[config.mk]
export PLATFORM = sky130hd
export DESIGN_NAME = regfile_seq_ctrl_flat
export DESIGN_NICKNAME = d
export VERILOG_FILES = /design/src/rtl/regfile_seq_ctrl_if.sv /design/src/rtl/regfile_seq_ctrl.sv /design/src/flat_wrapper.sv
export SDC_FILE = /design/constraint.sdc
export NUM_CORES = 1
export LEC_CHECK = 0
export CAP_MARGIN = 20
export CORE_MARGIN = 8
export CORE_UTILIZATION = 25
export DETAILED_ROUTE_END_ITERATION = 7
export SLEW_MARGIN = 25
export SYNTH_ARGS = -nofsm -noshare
export SYNTH_HDL_FRONTEND = slang
export SYNTH_SLANG_ARGS = --single-unit
[constraint.sdc]
create_clock -name clk -period 1.8 [get_ports clk]
set_input_delay 0.18 -clock clk [delete_from_list [all_inputs] [get_ports clk]]
set_output_delay 0.18 -clock clk [all_outputs]
set_load 0.02 [all_outputs]
[src/rtl/regfile_seq_ctrl_if.sv]
// Command/response handshake plus the regfile port bundle of regfile_seq_ctrl.
// The slave modport is the sequencer; the master modport is its environment
// (datapath control issuing commands and the register file returning read data).
interface regfile_seq_ctrl_if #(
  parameter int DW = 16,
  parameter int AW = 3
);
  logic          cmd_valid;
  logic          cmd_ready;
  logic [1:0]    cmd_op;
  logic [AW-1:0] cmd_src;
  logic [AW-1:0] cmd_dst;
  logic [DW-1:0] cmd_imm;
  logic          done;
  logic          err;
  logic          rsp_valid;
  logic [DW-1:0] rsp_data;
  logic          rf_w;
  logic [AW-1:0] rf_wa;
  logic [DW-1:0] rf_wd;
  logic [AW-1:0] rf_raA;
  logic [AW-1:0] rf_raB;
  logic [DW-1:0] rf_rdA;
  logic [DW-1:0] rf_rdB;

  modport master (
    output cmd_valid, cmd_op, cmd_src, cmd_dst, cmd_imm, rf_rdA, rf_rdB,
    input  cmd_ready, done, err, rsp_valid, rsp_data,
           rf_w, rf_wa, rf_wd, rf_raA, rf_raB
  );

  modport slave (
    input  cmd_valid, cmd_op, cmd_src, cmd_dst, cmd_imm, rf_rdA, rf_rdB,
    output cmd_ready, done, err, rsp_valid, rsp_data,
           rf_w, rf_wa, rf_wd, rf_raA, rf_raB
  );
endinterface

[src/rtl/regfile_seq_ctrl.sv]
// Command sequencer for regfile_4x16: turns WRITE/READ/COPY/SWAP commands into
// timed read-address setup, read-data capture and one or two register writes.
// Every output is decoded from the state register and latched command fields,
// so nothing on the command inputs reaches an output combinationally.
module regfile_seq_ctrl #(
  parameter int DW   = 16,
  parameter int AW   = 3,
  parameter int NREG = 4
) (
  input  logic              clk,
  input  logic              rst_n,
  regfile_seq_ctrl_if.slave bus
);

  typedef enum logic [2:0] {IDLE, RD, WR1, WR2, DONE} state_t;

  localparam logic [1:0]  OP_WRITE = 2'b00;
  localparam logic [1:0]  OP_READ  = 2'b01;
  localparam logic [1:0]  OP_COPY  = 2'b10;
  localparam logic [1:0]  OP_SWAP  = 2'b11;
  localparam logic [31:0] NREG_U   = 32'(NREG);

  state_t        state;
  state_t        state_nxt;
  logic [1:0]    op_q;
  logic [AW-1:0] src_q;
  logic [AW-1:0] dst_q;
  logic [DW-1:0] imm_q;
  logic          bad_q;
  logic [DW-1:0] lat_a;
  logic [DW-1:0] lat_b;
  logic [DW-1:0] rsp_q;
  logic          accept;
  logic          cmd_bad;

  assign accept = (state == IDLE) && bus.cmd_valid;

  // Flag an incoming command that names an out-of-range register in a field it actually uses
  always_comb begin
    cmd_bad = 1'b0;
    if ((bus.cmd_op != OP_WRITE) && (32'(bus.cmd_src) >= NREG_U)) cmd_bad = 1'b1;
    if ((bus.cmd_op != OP_READ)  && (32'(bus.cmd_dst) >= NREG_U)) cmd_bad = 1'b1;
  end

  // State register; reset abandons any command in flight and drops rf_w at once
  always_ff @(posedge clk or negedge rst_n) begin
    if (!rst_n) state <= IDLE;
    else        state <= state_nxt;
  end

  // Next-state sequencing for each command type
  always_comb begin
    state_nxt = state;
    case (state)
      IDLE: begin
        if (bus.cmd_valid) begin
          if (cmd_bad)                     state_nxt = DONE;
          else if (bus.cmd_op == OP_WRITE) state_nxt = WR1;
          else                             state_nxt = RD;
        end
      end
      RD:      state_nxt = (op_q == OP_READ) ? DONE : WR1;
      WR1:     state_nxt = (op_q == OP_SWAP) ? WR2 : DONE;
      WR2:     state_nxt = DONE;
      DONE:    state_nxt = IDLE;
      default: state_nxt = IDLE;
    endcase
  end

  // Latch the command at accept and capture both read ports at the end of RD
  always_ff @(posedge clk or negedge rst_n) begin
    if (!rst_n) begin
      op_q  <= '0;
      src_q <= '0;
      dst_q <= '0;
      imm_q <= '0;
      bad_q <= 1'b0;
      lat_a <= '0;
      lat_b <= '0;
      rsp_q <= '0;
    end else begin
      if (accept) begin
        op_q  <= bus.cmd_op;
        src_q <= bus.cmd_src;
        dst_q <= bus.cmd_dst;
        imm_q <= bus.cmd_imm;
        bad_q <= cmd_bad;
      end
      if (state == RD) begin
        lat_a <= bus.rf_rdA;
        lat_b <= bus.rf_rdB;
        if (op_q == OP_READ) rsp_q <= bus.rf_rdA;
      end
    end
  end

  // Decode regfile pins and status pulses from state and latched fields
  always_comb begin
    bus.cmd_ready = (state == IDLE);
    bus.rf_raA    = src_q;
    bus.rf_raB    = dst_q;
    bus.rf_w      = (state == WR1) || (state == WR2);
    bus.rf_wa     = (state == WR2) ? src_q : dst_q;
    if (state == WR2)         bus.rf_wd = lat_b;
    else if (op_q == OP_WRITE) bus.rf_wd = imm_q;
    else                       bus.rf_wd = lat_a;
    bus.done      = (state == DONE);
    bus.err       = (state == DONE) && bad_q;
    bus.rsp_valid = (state == DONE) && !bad_q && (op_q == OP_READ);
    bus.rsp_data  = rsp_q;
  end

endmodule

[src/flat_wrapper.sv]
// flat-port wrapper written by rule: the top's interface ports become plain ports
module regfile_seq_ctrl_flat 
#(
  parameter int DW   = 16,
  parameter int AW   = 3,
  parameter int NREG = 4
)
  (clk, rst_n, bus_cmd_valid, bus_cmd_op, bus_cmd_src, bus_cmd_dst, bus_cmd_imm, bus_rf_rdA, bus_rf_rdB, bus_cmd_ready, bus_done, bus_err, bus_rsp_valid, bus_rsp_data, bus_rf_w, bus_rf_wa, bus_rf_wd, bus_rf_raA, bus_rf_raB);
  regfile_seq_ctrl_if #(.DW(DW), .AW(AW)) bus_i ();
  input  logic clk;
  input  logic rst_n;
  input wire logic [$bits(bus_i.cmd_valid)-1:0] bus_cmd_valid;
  input wire logic [$bits(bus_i.cmd_op)-1:0] bus_cmd_op;
  input wire logic [$bits(bus_i.cmd_src)-1:0] bus_cmd_src;
  input wire logic [$bits(bus_i.cmd_dst)-1:0] bus_cmd_dst;
  input wire logic [$bits(bus_i.cmd_imm)-1:0] bus_cmd_imm;
  input wire logic [$bits(bus_i.rf_rdA)-1:0] bus_rf_rdA;
  input wire logic [$bits(bus_i.rf_rdB)-1:0] bus_rf_rdB;
  output wire logic [$bits(bus_i.cmd_ready)-1:0] bus_cmd_ready;
  output wire logic [$bits(bus_i.done)-1:0] bus_done;
  output wire logic [$bits(bus_i.err)-1:0] bus_err;
  output wire logic [$bits(bus_i.rsp_valid)-1:0] bus_rsp_valid;
  output wire logic [$bits(bus_i.rsp_data)-1:0] bus_rsp_data;
  output wire logic [$bits(bus_i.rf_w)-1:0] bus_rf_w;
  output wire logic [$bits(bus_i.rf_wa)-1:0] bus_rf_wa;
  output wire logic [$bits(bus_i.rf_wd)-1:0] bus_rf_wd;
  output wire logic [$bits(bus_i.rf_raA)-1:0] bus_rf_raA;
  output wire logic [$bits(bus_i.rf_raB)-1:0] bus_rf_raB;
  assign bus_i.cmd_valid = bus_cmd_valid;
  assign bus_i.cmd_op = bus_cmd_op;
  assign bus_i.cmd_src = bus_cmd_src;
  assign bus_i.cmd_dst = bus_cmd_dst;
  assign bus_i.cmd_imm = bus_cmd_imm;
  assign bus_i.rf_rdA = bus_rf_rdA;
  assign bus_i.rf_rdB = bus_rf_rdB;
  assign bus_cmd_ready = bus_i.cmd_ready;
  assign bus_done = bus_i.done;
  assign bus_err = bus_i.err;
  assign bus_rsp_valid = bus_i.rsp_valid;
  assign bus_rsp_data = bus_i.rsp_data;
  assign bus_rf_w = bus_i.rf_w;
  assign bus_rf_wa = bus_i.rf_wa;
  assign bus_rf_wd = bus_i.rf_wd;
  assign bus_rf_raA = bus_i.rf_raA;
  assign bus_rf_raB = bus_i.rf_raB;
  regfile_seq_ctrl #(.DW(DW), .AW(AW), .NREG(NREG)) u_core (.clk(clk), .rst_n(rst_n), .bus(bus_i));
endmodule
==> key figures, run 1 <==
STA
  – Fin crit period: 1.84 ns
  – RSZ-0062 raised after global routing: yes
  – Fmax: about 540 MHz
  – Final Cycle Share: 1.02
  – Max Slew Vio Count: 0
  – Final setup viols: 3
  – Final TNS setup: -0.105 ns
  – Worst slew pin tran: between 0.4 and 0.5 ns
  – Slew HR: 0.668
  – Hold Vio Cnt, Final: 0
  – Clock skew: between 0.007 and 0.008 ns
  – Final worst slack: -0.0367 ns

Synth
  – Yosys reg bits: 76
  – Yosys warnings: 0
  – Average size of a mapped cell: roughly 14 um^2
  – Share of the synthesized area in the top cell type: 0.562
  – Synthesized area: 0.00339 mm^2
  – Synth area leaders: dfrtp_1 56%, mux2_2 22%, mux2i_1 4.7%, mux2_4 4.4%, a21oi_1 2.5%
  – Area leader, netlist: dfrtp_1
  – Cells after Synth: about 250
  – Mapped Nets: about 300
  – Sequential share of the synthesized area: 0.562
  – Post-synth cell types: 27

Placement
  – Place WS: -0.0463 ns
  – PortBufs: 104
  – Global placement routability congestion: 0.704
  – Hpwl dp: 6.60 mm

Hold path
  – HP Class: in -> async

Layout
  – Layout cells sized above 1: 0.382
  – Diode count: 0
  – Synthesis-to-finish area growth: 51.0%
  – Most common cell after layout, fill and taps aside: clkdlybuf4s50_1
  – Finished Core Util: 0.386
  – Most frequent cells in the layout: 79 x clkdlybuf4s50_1, 76 x dfrtp_1, 65 x mux2_2, 22 x buf_4
  – Final #Nets: around 440

Status
  – Status: finished with violations
  – Failing checks: negative setup slack

Critical path
  – Crit path DAT: 1.66 ns
  – FF-to-FF Start: u_core.state[1]
  – Worst EP required: 1.62 ns
  – Worst r2r dst: u_core.lat_b[13]
  – R2R Setup Slk: 0.07 ns
  – Worst setup path start: u_core.state[2]
  – Critical Path Sink Type: primary output
  – Crit path launch type: flop
  – CP Max Fanout: 4
  – FF-to-FF path depth: 6
  – Setup crit end: bus_rf_wa[1]
  – Setup CP Type: reg -> out

Power
  – Maximum VDD drop: 0.974 mV
  – Leakage: 2.20 nW
  – Pwr/cell area: 1800 mW/mm^2

Floorplan
  – Initial core utilization: 0.256
  – Core area: 0.0132 mm^2
  – FP Rows: 42
  – Chip width: 132 um
  – Die ar.: roughly 0.018 mm^2
  – Die H: about 130 um
  – I/O pin total: 105

Drt
  – Detail Route Antenna Nets: 0
  – DR vias: between 2,000 and 2,500
  – Number of detailed-route iterations in the first pass: 5
  – Iter 0 DRT Violations: between 50 and 60
  – Routed len/inst: roughly 16 um
  – Vias per cell: 4.28
  – Total Wirelength: 9.19 mm
  – Post-route DRC: 0

Clocking
  – Clock Latency Late Sink: 0.34 ns
  – H-tree levels: 3
  – Clock buffer depth: 2
  – CTS tree: built
  – Clock-pin slew on the worst setup and hold paths: 0.06 ns
  – CTS Root Cell: clkbuf_16
  – Cts bufs inserted: 9
  – Clock sink count: 76

GRT
  – GR Util All Layers: 0.108
  – Grt ovf: 0
  – Largest net degree at the start of global routing: 41
  – First-pass GRT wire length: 14.7 mm
  – Number of global-route vias before repair: 2,613
  – Initial antenna violation count: 0

Run
  – Max-Cap Viols: 0
## final cells by class
cell class	instances	area (um^2)
Fill cell	1306	8130
Sequential cell	76	1900
Clock buffer	13	260
Inverter	3	11.3
Clock inverter	3	21.3
Tap cell	176	220
Timing Repair Buffer	135	1290
Multi-Input combinational cell	152	1410
## metal layers
layer  GRT usage  vias up  part of all wire
met1       0.123     1187              0.43
met5           0        -                 0
met3      0.0457       11             0.063
li1            -     1131                 -
met4      0.0397        0             0.015
met2       0.175       58              0.49
## critical path, cell delays in order (launching register included)
cell and delay, ns:
dfrtp_1 0.37, nand3b_1 0.16, buf_6 0.14, buf_6 0.12
buf_4 0.13, mux2_2 0.27, buf_6 0.13
## flip-flops by register name, summed over array words and instances (netlist names)
signal	count
u_core.state	3
u_core.lat_a	16
u_core.op_q	2
u_core.bad_q	1
u_core.bus.rf_raB	3
u_core.bus.rsp_data	16
u_core.bus.rf_raA	3
u_core.imm_q	16
u_core.lat_b	16
## cell usage after synthesis (all sizes together)
cell type,count
a21oi,17
and2,2
and3,2
buf,11
clkbuf,3
dfrtp,76
inv,3
mux2,76
mux2i,16
nand2,3
nand3b,1
nand4b,1
nor2,18
nor2b,3
nor3,2
nor3b,1
nor4b,1
o211ai,2
o21ai,4
o311ai,1
o31a,1
or2,1
## worst min-delay path by stage
stage,from,end,slack (ns),depth (start not counted)
2_1_floorplan,rst_n,u_core.bad_q,-0.12,0
3_3_place_gp,rst_n,u_core.lat_b[7],0.19,1
3_5_place_dp,rst_n,u_core.lat_b[7],0.19,1
4_1_cts,rst_n,u_core.lat_b[7],0.36,2
5_1_grt,rst_n,u_core.lat_b[7],0.39,2
6_report,rst_n,u_core.lat_b[7],0.35,2
## metrics by stage
stage	hold WS [ns]	cell area [um^2]	std cells	total power [mW]
2_1_floorplan	-0.116	3390	245	5.58
3_3_place_gp	0.189	4750	530	7.54
3_5_place_dp	0.187	4750	530	7.62
4_1_cts	0.357	5070	553	9.28
5_1_grt	0.389	5110	558	9.73
6_report	0.347	5110	558	9.18
## kinds of logic after synthesis
kind of cell / synth area share
AND/OR/NAND/NOR: 0.0569
AO/OA/AOI/OAI: 0.0406
buffers and inverters: 0.0299
multiplexers: 0.311
flip-flops: 0.562
## report_power, final
part | total [mW] | internal, mW | switching [mW] | leakage, nW
registers | 3.04 | 2.58 | 0.462 | 0.902
logic | 4.45 | 2.40 | 2.04 | 1.17
clock network | 1.70 | 1.01 | 0.689 | 0.136
## what timing repair did
action / 4_1_cts / 5_1_grt
gates resized for setup: 93 / 17
setup endpoints to repair: 25 / 10
pin swaps: 2 / 5
cloned: 1 / 0
hold buffers: 1 / 0
hold endpoints to repair: 36 / 0
setup buffers: 5 / 5
Note: power is estimated with default switching activity, not from simulation.
==> run 2: changes to the inputs <==
--- a/config.mk
+++ b/config.mk
@@ -5,10 +5,12 @@
 export SDC_FILE = /design/constraint.sdc
 export NUM_CORES = 1
 export LEC_CHECK = 0
+export ABC_CLOCK_PERIOD_IN_PS = 1800
 export CAP_MARGIN = 20
 export CORE_MARGIN = 8
 export CORE_UTILIZATION = 25
 export DETAILED_ROUTE_END_ITERATION = 7
+export PLACE_DENSITY = 0.46
 export SLEW_MARGIN = 25
 export SYNTH_ARGS = -nofsm -noshare
 export SYNTH_HDL_FRONTEND = slang
==> run 2 against run 1 <==
Against the previous run: the flow now finishes without violations; first-iteration DRC count grew 79%; non-clock buffer count down 1; total power increased by 8.3%; combinational power is 7.9% higher; critical endpoint is now bus_rf_wd[15]; largest cell class unchanged.
==> key figures, run 2 (same netlist as run 1, synthesis figures left out) <==
Critical path
  – Worst r2r dst: u_core.imm_q[8]
  – R2R Setup Slk: 0.13 ns (+0.06 ns)
  – CP cell instances: nand3b_1 > buf_6 > buf_6 > buf_4 > a21oi_1 > buf_4
  – Crit path launch type: flop
  – Crit-path slowest cell: dfrtp_1
  – Setup CP Type: reg -> out
  – Critical Path Sink Type: primary output
  – Worst EP required: 1.62 ns (about the same)
  – Crit-path max cell delay: 0.37 ns (about the same)
  – FF-to-FF Start: u_core.state[1]
  – Crit path DAT: 1.61 ns (-0.05 ns)
  – CP Max Fanout: 4 (unchanged)
  – FF-to-FF path depth: 4 (-2)

Placement
  – Place WS: -0.106 ns (-0.0600 ns)
  – Placed Instances: 526 (-0.75%)
  – Hpwl dp: 6.42 mm (-2.7%)
  – Global placement routability congestion: 0.687 (-2.4%)
  – PortBufs: 104 (unchanged)
  – DP Area: 0.00471 mm^2 (-0.89%)

Clocking
  – CTS tree: built
  – Clock sink count: 76 (unchanged)
  – H-tree levels: 3 (unchanged)
  – CTS Root Cell: clkbuf_16
  – Clock buffer depth: 2 (unchanged)
  – Cts bufs inserted: 9 (unchanged)
  – Clock-pin slew on the worst setup and hold paths: 0.07 ns (about the same)
  – Clock Latency Late Sink: 0.33 ns (about the same)

Layout
  – Most frequent cells in the layout: 79 x clkdlybuf4s50_1, 76 x dfrtp_1, 66 x mux2_2, 24 x buf_4, 16 x buf_6
  – Final Non-Filler Cells: 557 (-0.18%)
  – Layout cells sized above 1: 0.446 (+0.0640)
  – Area occupied by multi-input gates: 0.00150 mm^2 (+6.2%)
  – Final #Nets: 435 (-0.23%)
  – FF+latch area: 0.00190 mm^2 (unchanged)
  – Diode count: 0 (unchanged)
  – Fillers: 1,291 (-1.1%)
  – Finished Core Util: 0.402 (+0.0163)
  – Synthesis-to-finish area growth: 57.4%
  – Most common cell after layout, fill and taps aside: clkdlybuf4s50_1
  – Post-layout instance area: 0.00533 mm^2 (+4.2%)

GRT
  – GR peak layer: met2
  – GR Util All Layers: 0.113 (+0.00516)
  – Grt ovf: 0 (unchanged)
  – Initial antenna violation count: 0 (unchanged)
  – GR Util met1: 0.142 (+0.0187)
  – GR Util met2: 0.175 (+0.000282)
  – Met3 Resource Use GR: 0.0423 (-0.00343)
  – Largest net degree at the start of global routing: 46 (+12%)
  – Number of global-route vias before repair: 2,719 (+4.1%)
  – First-pass GRT wire length: 15.4 mm (+4.8%)

Run
  – Max-Cap Viols: 0 (unchanged)

Power
  – Leakage: 2.27 nW (+2.9%)
  – Pwr/cell area: 1860 mW/mm^2 (+3.9%)
  – Power Total: 9.94 mW (+8.3%)
  – Maximum VDD drop: 0.735 mV (-25%)

STA
  – RSZ-0062 raised after global routing: yes
  – Clock skew: 0.0106 ns (+0.00327 ns)
  – Final Cycle Share: 0.996 (-0.0241)
  – Fmax: 558 MHz (+2.4%)
  – Slew HR: 0.699 (+0.0309)
  – Final hold slack: 0.324 ns (-0.0223 ns)
  – Hold Vio Cnt, Final: 0 (unchanged)
  – Max Slew Vio Count: 0 (unchanged)
  – Final worst slack: 0.00661 ns (+0.0433 ns)
  – Final TNS setup: 0 ns (+0.105 ns)
  – Final setup viols: 0 (-3)
  – Worst slew pin tran: 0.451 ns (-0.0463 ns)
  – Fin crit period: 1.79 ns (-0.0433 ns)

Floorplan
  – I/O pin total: 105 (unchanged)
  – Chip width: 132 um (unchanged)
  – Initial core utilization: 0.256 (unchanged)
  – Die H: 132 um (unchanged)
  – FP Rows: 42 (unchanged)
  – Die ar.: 0.0175 mm^2 (unchanged)
  – Core area: 0.0132 mm^2 (unchanged)

Drt
  – Post-route DRC: 0 (unchanged)
  – Vias per cell: 4.27 (-0.11%)
  – Total Wirelength: 9.46 mm (+2.9%)
  – Iter 0 DRT Violations: 102 (+79%)
  – Detail Route Antenna Nets: 0 (unchanged)
  – Number of detailed-route iterations in the first pass: 4 (-1)
  – Routed len/inst: 17.0 um (+3.1%)
  – DR vias: 2,380 (-0.29%)

Status
  – Status: complete, no violations

Hold path
  – HP Class: in -> async
[run 2: cell types whose count changed in the layout (fill, tap and decap cells not counted), moves of 3 or more]
cell and delta:
buf_2 -9, nor2_1 -10, a21oi_2 +8, mux2i_2 +3, nor2_2 +8, a21oi_1 -9
buf_6 +4, bufinv_16 +3, mux2i_1 -4
[run 2: cell type report]
cell class              count  area share
multi-input cells         152       0.281
clock buffers               9      0.0423
flip-flops and latches     76       0.357
repair buffers            134       0.255
inverters                   3     0.00211
well taps                 176      0.0413
clock inverters             7      0.0216
[run 2: critical path: cells and delay by family (launching register included)]
kind                   cells  cell delay [ns]
buffers and inverters      4             0.59
DFF                        1             0.37
AOI/OAI and AO/OA          1             0.12
and+or+nand+nor            1             0.19
[run 2: how the worst max path moves through the flow]
stage,cells after the start,to,from
2_1_floorplan,5,bus_rf_wd[0],u_core.state[2]
3_3_place_gp,5,bus_rf_wd[5],u_core.op_q[0]
3_5_place_dp,5,bus_rf_wd[5],u_core.op_q[0]
4_1_cts,5,bus_rf_wd[12],u_core.state[2]
5_1_grt,6,bus_rf_wd[12],u_core.op_q[0]
6_report,6,bus_rf_wd[15],u_core.state[2]
[run 2: routing by layer]
metal	routed length (um)	vias to the layer above
li1	-	1130
met1	4350	1179
met2	4390	63
met3	606	8
met4	114	0
met5	0	-
[run 2: timing repair]
action                                  4_1_cts  5_1_grt
gates cloned                                  2        0
hold buffers                                  1        0
resized for setup                            98       51
pin swaps                                     1       10
endpoints found under the setup margin       24       25
endpoints found under the hold margin        31        0
buffers inserted                              8        4
[run 2: where the power goes]
part           internal, mW  total, mW  leakage (nW)  switching (mW)
registers              2.58       3.07         0.902           0.496
clock network          1.35       2.07         0.161           0.716
logic                  2.69       4.80          1.20            2.11
total                  6.61       9.94          2.27            3.32
